**config.mk**
```make
export PLATFORM = sky130hd
export DESIGN_NAME = prio_event_encoder
export DESIGN_NICKNAME = d
export VERILOG_FILES = /design/src/rtl/prio_event_encoder.sv
export SDC_FILE = /design/constraint.sdc
export NUM_CORES = 1
export LEC_CHECK = 0
export BUFFER_PORTS_ARGS = -buffer_cell sky130_fd_sc_hd__clkbuf_2
export CAP_MARGIN = 5
export CORE_ASPECT_RATIO = 2
export CORE_MARGIN = 2
export CORE_UTILIZATION = 45
export DETAILED_ROUTE_END_ITERATION = 10
export PLACE_DENSITY = 0.65
export SYNTH_ARGS = -nofsm -noshare
export SYNTH_HDL_FRONTEND = slang
export SYNTH_SLANG_ARGS = --single-unit
```
**constraint.sdc**
```tcl
create_clock -name clk -period 13.8 [get_ports clk]
set_input_delay 2.07 -clock clk [delete_from_list [all_inputs] [get_ports clk]]
set_output_delay 2.07 -clock clk [all_outputs]
set_load 0.005 [all_outputs]
```
**src/rtl/prio_event_encoder.sv**
```systemverilog
// Registered N-source priority encoder: sticky event capture, fixed-priority or
// round-robin selection, one index per cycle through a valid/ready output slot.
module prio_event_encoder #(
  parameter  int N = 8,
  localparam int W = $clog2(N)
) (
  input  logic         clk,
  input  logic         rst_n,
  input  logic [N-1:0] req,
  input  logic         rr_mode,
  output logic [W-1:0] out_idx,
  output logic         out_valid,
  input  logic         out_ready,
  output logic [N-1:0] pending,
  output logic         overflow
);

  localparam logic [W:0] NW = (W+1)'(N);

  logic [N-1:0] r_pending;
  logic [W-1:0] r_idx;
  logic [W-1:0] r_ptr;
  logic         r_valid;
  logic         r_overflow;

  logic         w_slot_free;
  logic         w_issue;
  logic [W-1:0] w_sel_fixed;
  logic [W-1:0] w_sel_rr;
  logic [W-1:0] w_sel;
  logic [W-1:0] w_off;
  logic [W-1:0] w_ptr_next;
  logic [N-1:0] w_rot;
  logic [N-1:0] w_issue_onehot;
  logic [W:0]   w_lsh;
  logic [W:0]   w_sum;
  logic [W:0]   w_inc;

  assign w_slot_free = !r_valid || out_ready;
  assign w_issue     = w_slot_free && (|r_pending);

  always_comb begin
    w_sel_fixed = '0;
    for (int i = 0; i < N; i++) begin
      if (r_pending[i]) w_sel_fixed = W'(i);
    end
  end

  // Rotate pending so the pointer lands on bit 0; the lowest set bit is the RR offset.
  assign w_lsh = NW - {1'b0, r_ptr};
  assign w_rot = (r_pending >> r_ptr) | (r_pending << w_lsh);

  always_comb begin
    w_off = '0;
    for (int k = N - 1; k >= 0; k--) begin
      if (w_rot[k]) w_off = W'(k);
    end
  end

  assign w_sum      = {1'b0, r_ptr} + {1'b0, w_off};
  assign w_sel_rr   = (w_sum >= NW) ? W'(w_sum - NW) : w_sum[W-1:0];
  assign w_sel      = rr_mode ? w_sel_rr : w_sel_fixed;
  assign w_inc      = {1'b0, w_sel} + (W+1)'(1);
  assign w_ptr_next = (w_inc == NW) ? '0 : w_inc[W-1:0];

  assign w_issue_onehot = w_issue ? (N'(1) << w_sel) : '0;

  always_ff @(posedge clk or negedge rst_n) begin
    if (!rst_n) begin
      r_pending  <= '0;
      r_idx      <= '0;
      r_ptr      <= '0;
      r_valid    <= 1'b0;
      r_overflow <= 1'b0;
    end else begin
      // A request on the bit being issued this edge survives as a fresh event.
      r_pending  <= (r_pending & ~w_issue_onehot) | req;
      r_overflow <= |(req & r_pending & ~w_issue_onehot);
      if (w_slot_free) begin
        r_valid <= w_issue;
        if (w_issue) begin
          r_idx <= w_sel;
          r_ptr <= w_ptr_next;
        end
      end
    end
  end

  assign out_idx   = r_idx;
  assign out_valid = r_valid;
  assign pending   = r_pending;
  assign overflow  = r_overflow;

endmodule
```
==> flow_metrics.py, run 1 <==
metrics = {
    "sta": {
        "timing.fmax_ghz": 0.1601,
        "slew_headroom_pct": 35.70,
        "rsz0062_at_grt": "no",
        "finalMaxSlewViolations": 0,
        "holdWs_ns": 0.4787,
        "hold_viol": 0,
        "tns_ns": 0,
        "worst-slew-pin-transition_ns": 0.9645,
        "final.min_clock_period_ns": 6.245,
        "setup_viol": 0,
        "post-route-period-util_pct": 45.26,
        "finalClockSkew_ns": 0.004141,
    },
    "job": {
        "drv_cap": 0,
    },
    "logic_synthesis": {
        "syn-cell-area_mm2": 0.001772,
        "synth_warnings": 0,
        "netlist.area_leader.share_pct": 22.60,
        "synth_nets": 224,
        "synth_compound_area_share_pct": 25.21,
        "synth_top_family_by_area": "compound AO/OA/AOI/OAI gates",
        "synthXorXnorAreaFrac_pct": 1.483,
        "yosys_register_bits": 16,
        "yosys.area_share.adder_pct": 6.780,
        "async_reset_ff_share_pct": 100.0,
        "synth_common_cells": "20 x nand2_1, 16 x dfrtp_1, 13 x clkbuf_1",
        "synthMuxAreaShare_pct": 16.74,
        "yosysTopAreaCell": "dfrtp_1",
        "syn_avg_cell_area_um2": 8.728,
        "netlist_instances": 203,
        "ys_seq_area_share_pct": 22.60,
        "yosys-top-cells-area": "dfrtp_1 23%, mux4_2 8.9%, ha_1 5.6%",
        "synth.most_common_cell": "nand2_1",
        "synth_edf_count": 0,
        "synth_ff_type": "dfrtp_1",
        "synth_cell_types": 58,
        "synth_simple_gate_area_share_pct": 19.56,
    },
    "worst_setup_path": {
        "cp.required_ns": 13.92,
        "cp_max_fo": 26,
        "ff2ff_path_depth": 23,
        "critPathCaptureType": "flop",
        "crit_top_cell": "ha_1",
        "crit_arrival_ns": 6.36,
        "reg2reg_slack_ns": 7.55,
        "crit_type": "reg2reg",
        "path_cells": "inv_1, ha_1, mux4_2, a21boi_0, nor3_1, a21boi_0, o21ai_0, a222oi_1, a21oi_1, ha_1, fa_1, xnor2_1, nand2_1, or3_1, and3_1, inv_1, ha_1, nand2_1, nand3_1, o221ai_1, a311o_1, a311oi_1, o2111ai_1",
        "crit_start": "r_ptr[0]$_DFFE_PN0P_",
        "worstReg2RegEnd": "overflow$_DFF_PN0_",
        "worst_path_largest_cell_delay_ns": 0.98,
        "crit_slowest_cell": "dfrtp_1",
        "startpoint_type": "flop",
        "worstReg2RegStart": "r_ptr[0]$_DFFE_PN0P_",
    },
    "power": {
        "p_leak_nw": 0.7741,
        "irDropWorstVdd_v": 0.0001062,
        "power_density_mw_per_mm2": 154.7,
    },
    "place": {
        "dp_hpwl_um": 3710,
        "placed_cell_area_mm2": 0.001862,
        "place.gp.congestion": 0.8933,
        "port_buffers": 24,
    },
    "min_path": {
        "worstHoldPathCells": 1,
        "hold-path-endpoint": "out_idx[0]$_DFFE_PN0P_",
        "min_path_type": "reg2reg",
        "hp-start": "out_idx[0]$_DFFE_PN0P_",
    },
    "clock_tree": {
        "clock_path_buffers": 2,
        "cts_sinks": 16,
        "ctsRootBufferMaster": "clkbuf_8",
        "cts_resized": 0,
        "numCtsBuffers": 3,
        "cts_tree": "built",
        "clock_latency_ns": 0.26,
        "clk_pin_slew_ns": 0.07,
        "htreeDepth": 1,
        "ctsHoldBuffers": 0,
        "cts_setup_buffers": 0,
    },
    "floorplan": {
        "dieArea_mm2": 0.004486,
        "initial_core_util_pct": 46.58,
        "rows": 32,
        "core_area_mm2": 0.003804,
        "die_x_um": 48.37,
        "die_h_um": 92.74,
        "pin_count": 25,
    },
    "grt": {
        "grt_max_degree": 27,
        "antenna_found_initial": 0,
        "gr-usage-all-layers_pct": 23.05,
        "grt_pass1_wl_um": 8024,
        "grt-ovfl-total": 0,
        "grt_pass1_vias": 1619,
    },
    "finish": {
        "antenna_cells": 0,
        "drive_gt1_share_pct": 22.17,
        "syn2layout_area_growth_pct": 8.192,
        "design_area_mm2": 0.001917,
        "nets": 234,
        "nFillCells": 371,
    },
    "routing": {
        "dr.pass1.iters": 4,
        "wl_per_cell_um": 18.10,
        "num_vias": 1627,
        "wirelength_um": 4761,
        "vias_per_cell": 6.186,
        "antenna_left": 0,
        "drc": 0,
        "drt_iter0_drc": 44,
    },
    "outcome": {
        "status": "completed",
    },
}
[report_power, final]
group | total (mW) | switching, mW | internal (mW)
combinational | 0.167 | 0.0889 | 0.0776
clock | 0.0431 | 0.0177 | 0.0254
sequential | 0.0868 | 0.0322 | 0.0547
total | 0.297 | 0.139 | 0.158
[placed cells by master, fill, tap and decap left out, types with 3 or more instances in the layout]
cell / Yosys / routed
a21o_1: 6 / 6
nand3b_1: 3 / 3
o21ai_0: 12 / 12
nand3_1: 5 / 5
ha_1: 8 / 8
mux2i_1: 9 / 9
clkbuf_2: 0 / 24
mux4_2: 7 / 7
inv_1: 11 / 11
clkbuf_8: 0 / 4
a21oi_1: 8 / 8
dfrtp_1: 16 / 16
a22oi_1: 3 / 3
or3_1: 4 / 4
nor2_1: 12 / 12
nand2_1: 20 / 20
a21boi_0: 4 / 4
nand2b_1: 7 / 7
[critical path: cells and delay by family, from the launching register on]
kind	cells	cell delay [ns]
adders and majority gates	4	1.34
AOI/OAI and AO/OA	9	1.61
DFF	1	0.98
and+or+nand+nor	6	1.01
muxes	1	0.54
buffers and inverters	2	0.30
xor gates and xnor gates	1	0.32
[sequential cells by signal, indices dropped and copies added, names as in the netlist]
register / count
pending: 8
out_idx: 3
r_ptr: 3
out_valid: 1
overflow: 1
[layout make-up]
class                   count  area (µm²)  share of cell area (%)
well taps                  51       63.81                   3.329
clock buffers               4       55.05                   2.872
flip-flops and latches     16       400.4                   20.89
repair buffers             24       120.1                   6.266
inverters                  11       41.29                   2.154
multi-input cells         157        1236                   64.49
[worst max-delay path by stage]
| stage | end | cells after the start |
|---|---|---|
| 2_1_floorplan | overflow$_DFF_PN0_ | 28 |
| 3_3_place_gp | overflow$_DFF_PN0_ | 23 |
| 3_5_place_dp | overflow$_DFF_PN0_ | 23 |
| 4_1_cts | overflow$_DFF_PN0_ | 23 |
| 5_1_grt | overflow$_DFF_PN0_ | 23 |
| 6_report | overflow$_DFF_PN0_ | 23 |
[logic make-up (layout without fill, tap and decap cells)]
logic type | count (synthesis) | in the layout
buffers and inverters | 30 | 39
adder cells (fa/ha/maj) | 9 | 9
AND/OR/NAND/NOR | 66 | 66
flip-flops | 16 | 16
AO/OA/AOI/OAI | 60 | 60
XOR/XNOR | 3 | 3
multiplexers | 19 | 19
[metrics by stage]
stage | cells | power [mW] | util, % | worst slack, ns
final | 263 | 0.2965 | 50.39 | 7.555
after global routing | 263 | 0.3219 | 50.39 | 6.975
after CTS | 263 | 0.2961 | 50.39 | 7.511
after detailed placement | 259 | 0.2525 | 48.95 | 7.549
after global placement | 259 | 0.2531 | 48.95 | 7.662
after floorplan | 203 | 0.2128 | - | 8.068
[per-layer routing]
layer  vias to the layer above  share of wire [%]  track usage, %
li1                        771                  -               -
met1                       803                 35           24.07
met2                        35                 57           43.75
met3                        18                2.0          0.9677
met4                         0                5.9           15.00
met5                         -                  0               0
Power figures use the tool's default switching activity.
==> run 2: changes to the inputs <==
Clock period 13.8 ns to 6 ns, I/O delays scaled along.
==> run 2 against run 1 <==
Against the previous run:
- global-route usage increased by 1.1 points
- core utilization grew 0.43 points
- clock-buffer cell count is 1 lower
- register-to-register slack lost 7.0 ns
- combinational power rose to 2.6 times the previous value
- highest routed layer unchanged
- critical path type unchanged
- worst hold slack lost 0.0012 ns
==> flow_metrics.py, run 2 (same netlist as run 1, synthesis figures left out) <==
metrics = {
    "finish": {
        "drive_gt1_share_pct": 23.26,
        "largest_reg_flops": 8,
        "nFillCells": 375,
        "antenna_cells": 0,
        "layout_common_cells": "24 x clkbuf_2, 20 x nand2_1, 16 x dfrtp_1, 12 x nor2_1, 12 x o21ai_0",
        "nets": 238,
        "final_common_cell": "clkbuf_2",
        "fin_cells": 266,
        "design_area_mm2": 0.001933,
        "syn2layout_area_growth_pct": 9.110,
    },
    "floorplan": {
        "rows": 32,
        "die_h_um": 92.74,
        "die_x_um": 48.37,
        "initial_core_util_pct": 46.58,
        "dieArea_mm2": 0.004486,
        "pin_count": 25,
        "core_area_mm2": 0.003804,
    },
    "sta": {
        "timing.fmax_ghz": 0.1836,
        "rsz0062_at_grt": "no",
        "hold_viol": 0,
        "tns_ns": 0,
        "finalClockSkew_ns": 0.001931,
        "slew_headroom_pct": 65.37,
        "post-route-period-util_pct": 90.79,
        "final.min_clock_period_ns": 5.447,
        "setup_viol": 0,
        "holdWs_ns": 0.4775,
        "worst-slew-pin-transition_ns": 0.5194,
        "finalMaxSlewViolations": 0,
    },
    "grt": {
        "grt-ovfl-total": 0,
        "antenna_found_initial": 0,
        "grt_pass1_wl_um": 8314,
        "gr-usage-all-layers_pct": 24.19,
        "grt_pass1_vias": 1665,
        "grt_max_degree": 26,
    },
    "clock_tree": {
        "cts_resized": 0,
        "clock_latency_ns": 0.25,
        "numCtsBuffers": 3,
        "cts_tree": "built",
        "clk_pin_slew_ns": 0.06,
        "clock_path_buffers": 2,
        "cts_sinks": 16,
        "htreeDepth": 1,
        "ctsHoldBuffers": 0,
        "cts_setup_buffers": 0,
        "ctsRootBufferMaster": "clkbuf_8",
    },
    "worst_setup_path": {
        "crit_slowest_cell": "ha_1",
        "critPathCaptureType": "flop",
        "crit_arrival_ns": 5.56,
        "crit_type": "reg2reg",
        "worstReg2RegStart": "r_ptr[0]$_DFFE_PN0P_",
        "cp_max_fo": 10,
        "crit_top_cell": "ha_1",
        "path_cells": "inv_1, ha_1, mux4_2, a21boi_0, nor3_1, a21boi_0, o21ai_0, a222oi_1, a21oi_1, ha_1, fa_1, xnor2_1, nand2_1, or3_1, and3_1, inv_1, ha_1, nand2_1, nand3_1, o221ai_1, a311o_1, a311oi_1, o2111ai_1",
        "worst_path_largest_cell_delay_ns": 0.55,
        "startpoint_type": "flop",
        "cp.required_ns": 6.11,
        "ff2ff_path_depth": 23,
        "crit_start": "r_ptr[0]$_DFFE_PN0P_",
    },
    "routing": {
        "drt_iter0_drc": 47,
        "dr.pass1.iters": 4,
        "num_vias": 1645,
        "vias_per_cell": 6.184,
        "wirelength_um": 5020,
        "antenna_left": 0,
        "wl_per_cell_um": 18.87,
        "drc": 0,
    },
    "power": {
        "power_density_mw_per_mm2": 352.0,
        "p_leak_nw": 0.7856,
        "finalPower_uw": 680.5,
        "irDropWorstVdd_v": 0.0001872,
    },
    "min_path": {
        "min_path_type": "reg2reg",
        "worstHoldPathCells": 1,
        "hp-start": "out_idx[0]$_DFFE_PN0P_",
    },
    "place": {
        "place.gp.congestion": 0.9007,
        "dpl.cell_count": 263,
        "dp_hpwl_um": 3940,
        "placed_cell_area_mm2": 0.001892,
        "port_buffers": 24,
    },
    "outcome": {
        "status": "completed",
    },
    "job": {
        "drv_cap": 0,
    },
}
==> run 2: layout make-up <==
type | instances | area, µm² | area share (%)
multi-input cells | 157 | 1236 | 63.95
flip-flops and latches | 16 | 400.4 | 20.71
repair buffers | 28 | 150.1 | 7.767
well taps | 51 | 63.81 | 3.301
clock buffers | 3 | 41.29 | 2.136
inverters | 11 | 41.29 | 2.136
==> run 2: per-layer routing <==
metal | track usage (%) | vias to the layer above | wire, µm
met4 | 15.24 | 0 | 241
met1 | 24.12 | 809 | 1769
met2 | 47.22 | 42 | 2882
li1 | - | 778 | -
met3 | 1.290 | 16 | 127
met5 | 0 | - | 0
==> run 2: path summary, 6_finish.rpt <==
check                      slack, ns                     end
setup / recovery                0.55      overflow$_DFF_PN0_
hold reg to reg                 0.48  out_idx[0]$_DFFE_PN0P_
min in group asynchronous       0.57    r_ptr[0]$_DFFE_PN0P_
max in group asynchronous       5.14    pending[2]$_DFF_PN0_
hold / removal                  0.48  out_idx[0]$_DFFE_PN0P_
setup reg to reg                0.55      overflow$_DFF_PN0_
==> run 2: critical path: cells and delay by family, from the launching register on <==
family	cells	cell delay, ns
AND/OR/NAND/NOR	6	1.01
flip-flops	1	0.34
buffers and inverters	2	0.20
AO/OA/AOI/OAI	9	1.58
multiplexers	1	0.55
XOR/XNOR	1	0.34
adder cells (fa/ha/maj)	4	1.31
==> run 2: stage by stage <==
step,util (%),setup slack [ns]
after global routing,50.82,0.09773
after CTS,50.82,0.5742
after global placement,49.74,0.6934
final,50.82,0.5528
after detailed placement,49.74,0.5780
after floorplan,-,0.2678
==> run 2: power by group <==
part           internal, mW  switching [mW]
sequential            0.127          0.0369
clock                0.0446          0.0365
combinational         0.189           0.247
==> run 3: changes to the inputs <==
Settings changed: PLACE_DENSITY 0.65 to 0.69.
==> run 3 against run 2 <==
Against the previous run:
- sequential share of layout area fell by 0.067 points
- setup slack got worse by 0.0012 ns
- power rose by 1.9%
- die area did not move
- core utilization rose by 0.16 points
- sequential cell count did not move
- first-iteration DRC count rose by 15%
- cell area rose by 0.32%
- clock-buffer cell count rose by 1
- largest cell class unchanged
==> flow_metrics.py, run 3 (same netlist as run 1, synthesis figures left out) <==
metrics = {
    "worst_setup_path": {
        "crit_arrival_ns": 5.57,
        "crit_slowest_cell": "ha_1",
        "worst_path_largest_cell_delay_ns": 0.54,
        "worstReg2RegEnd": "overflow$_DFF_PN0_",
        "ff2ff_path_depth": 23,
        "cp.required_ns": 6.12,
        "cp_max_fo": 10,
        "crit_type": "reg2reg",
        "critPathBufInv": 2,
        "crit_top_cell": "ha_1",
        "reg2reg_slack_ns": 0.55,
        "startpoint_type": "flop",
        "cp_top_family": "compound AO/OA/AOI/OAI gates",
        "critPathCaptureType": "flop",
        "worstReg2RegStart": "r_ptr[1]$_DFFE_PN0P_",
        "path_cells": "inv_1, ha_1, mux4_2, a21boi_0, nor3_1, a21boi_0, o21ai_0, a222oi_1, a21oi_1, ha_1, fa_1, xnor2_1, nand2_1, or3_1, and3_1, inv_1, ha_1, nand2_1, nand3_1, o221ai_1, a311o_1, a311oi_1, o2111ai_1",
    },
    "routing": {
        "wirelength_um": 4851,
        "drt_iter0_drc": 54,
        "dr.pass1.iters": 4,
        "wl_per_cell_um": 18.24,
        "num_vias": 1651,
        "antenna_left": 0,
        "vias_per_cell": 6.207,
        "drc": 0,
    },
    "clock_tree": {
        "clock_path_buffers": 2,
        "cts_setup_buffers": 0,
        "cts_sinks": 16,
        "ctsRootBufferMaster": "clkbuf_8",
        "htreeDepth": 1,
        "clock_latency_ns": 0.25,
        "clk_pin_slew_ns": 0.06,
        "numCtsBuffers": 3,
        "ctsHoldBuffers": 0,
        "cts_tree": "built",
        "cts_resized": 0,
    },
    "grt": {
        "grt_pass1_wl_um": 8238,
        "gr-usage-all-layers_pct": 23.53,
        "grt_max_degree": 26,
        "grt-ovfl-total": 0,
        "antenna_found_initial": 0,
        "grt_pass1_vias": 1696,
    },
    "finish": {
        "nets": 237,
        "drive_gt1_share_pct": 23.26,
        "antenna_cells": 0,
        "final_common_cell": "clkbuf_2",
        "utilization_pct": 50.99,
        "largest_reg_flops": 8,
        "syn2layout_area_growth_pct": 9.463,
        "design_area_mm2": 0.001939,
        "layout_common_cells": "24 x clkbuf_2, 20 x nand2_1, 16 x dfrtp_1, 12 x nor2_1, 12 x o21ai_0",
    },
    "min_path": {
        "hp-start": "out_idx[0]$_DFFE_PN0P_",
        "min_path_type": "reg2reg",
        "worstHoldPathCells": 1,
        "hold-path-endpoint": "out_idx[0]$_DFFE_PN0P_",
    },
    "sta": {
        "timing.fmax_ghz": 0.1835,
        "post-route-period-util_pct": 90.81,
        "slew_headroom_pct": 68.50,
        "final.min_clock_period_ns": 5.448,
        "tns_ns": 0,
        "finalMaxSlewViolations": 0,
        "hold_viol": 0,
        "setup_viol": 0,
        "worst-slew-pin-transition_ns": 0.4724,
        "finalClockSkew_ns": 0.002096,
        "rsz0062_at_grt": "no",
    },
    "outcome": {
        "status": "completed",
    },
    "place": {
        "dp_hpwl_um": 3772,
        "place.gp.congestion": 0.9077,
        "placed_cell_area_mm2": 0.001884,
        "port_buffers": 24,
    },
    "power": {
        "p_leak_nw": 0.7885,
        "power_density_mw_per_mm2": 357.7,
        "finalPower_uw": 693.8,
        "irDropWorstVdd_v": 0.0002071,
    },
    "floorplan": {
        "dieArea_mm2": 0.004486,
        "rows": 32,
        "initial_core_util_pct": 46.58,
        "die_x_um": 48.37,
        "pin_count": 25,
        "die_h_um": 92.74,
        "core_area_mm2": 0.003804,
    },
    "job": {
        "drv_cap": 0,
    },
}
## run 3: final cells by class
type,instances,area [µm²]
Timing Repair Buffer,27,142.6
Multi-Input combinational cell,157,1236
Inverter,11,41.29
Clock buffer,4,55.05
Tap cell,51,63.81
Fill cell,381,1864
Sequential cell,16,400.4
## run 3: worst register-to-register path, stage by stage (launching register included)
cell and delay, ns:
dfrtp_1 0.34, inv_1 0.08, ha_1 0.54, mux4_2 0.54
a21boi_0 0.15, nor3_1 0.13, a21boi_0 0.20, o21ai_0 0.11
a222oi_1 0.23, a21oi_1 0.07, ha_1 0.21, fa_1 0.42
xnor2_1 0.32, nand2_1 0.12, or3_1 0.35, and3_1 0.27
inv_1 0.12, ha_1 0.15, nand2_1 0.06, nand3_1 0.08
o221ai_1 0.11, a311o_1 0.29, a311oi_1 0.29, o2111ai_1 0.15
## run 3: metrics by stage
step | std cells | worst slack (ns) | hold slack [ns]
after floorplan | 203 | 0.2678 | 0.4733
after CTS | 266 | 0.5261 | 0.4835
final | 266 | 0.5516 | 0.4811
after global routing | 266 | 0.03052 | 0.4966
after detailed placement | 262 | 0.5444 | 0.4689
after global placement | 262 | 0.6420 | 0.4627
## run 3: layer usage
layer / track usage [%] / share of wire, % / vias to the layer above
li1: - / - / 773
met1: 23.37 / 34 / 815
met2: 46.76 / 59 / 49
met3: 1.613 / 3.6 / 14
met4: 12.86 / 3.5 / 0
met5: 0 / 0 / -
## run 3: worst max-delay path by stage
stage | start | endpoint | slack, ns | cells after the start
floorplan | r_ptr[0]$_DFFE_PN0P_ | overflow$_DFF_PN0_ | 0.27 | 28
global placement | r_ptr[0]$_DFFE_PN0P_ | overflow$_DFF_PN0_ | 0.64 | 23
detailed placement | r_ptr[1]$_DFFE_PN0P_ | overflow$_DFF_PN0_ | 0.54 | 23
CTS | r_ptr[1]$_DFFE_PN0P_ | overflow$_DFF_PN0_ | 0.53 | 23
global route | r_ptr[1]$_DFFE_PN0P_ | overflow$_DFF_PN0_ | 0.03 | 23
finish | r_ptr[1]$_DFFE_PN0P_ | overflow$_DFF_PN0_ | 0.55 | 23
## run 3: where the power goes
| group | leakage, nW | switching (mW) | internal, mW | total, mW |
|---|---|---|---|---|
| registers | 0.159 | 0.0399 | 0.127 | 0.167 |
| clock network | 0.0288 | 0.0381 | 0.0583 | 0.0964 |
| logic | 0.600 | 0.241 | 0.189 | 0.431 |
| total | 0.789 | 0.319 | 0.374 | 0.694 |
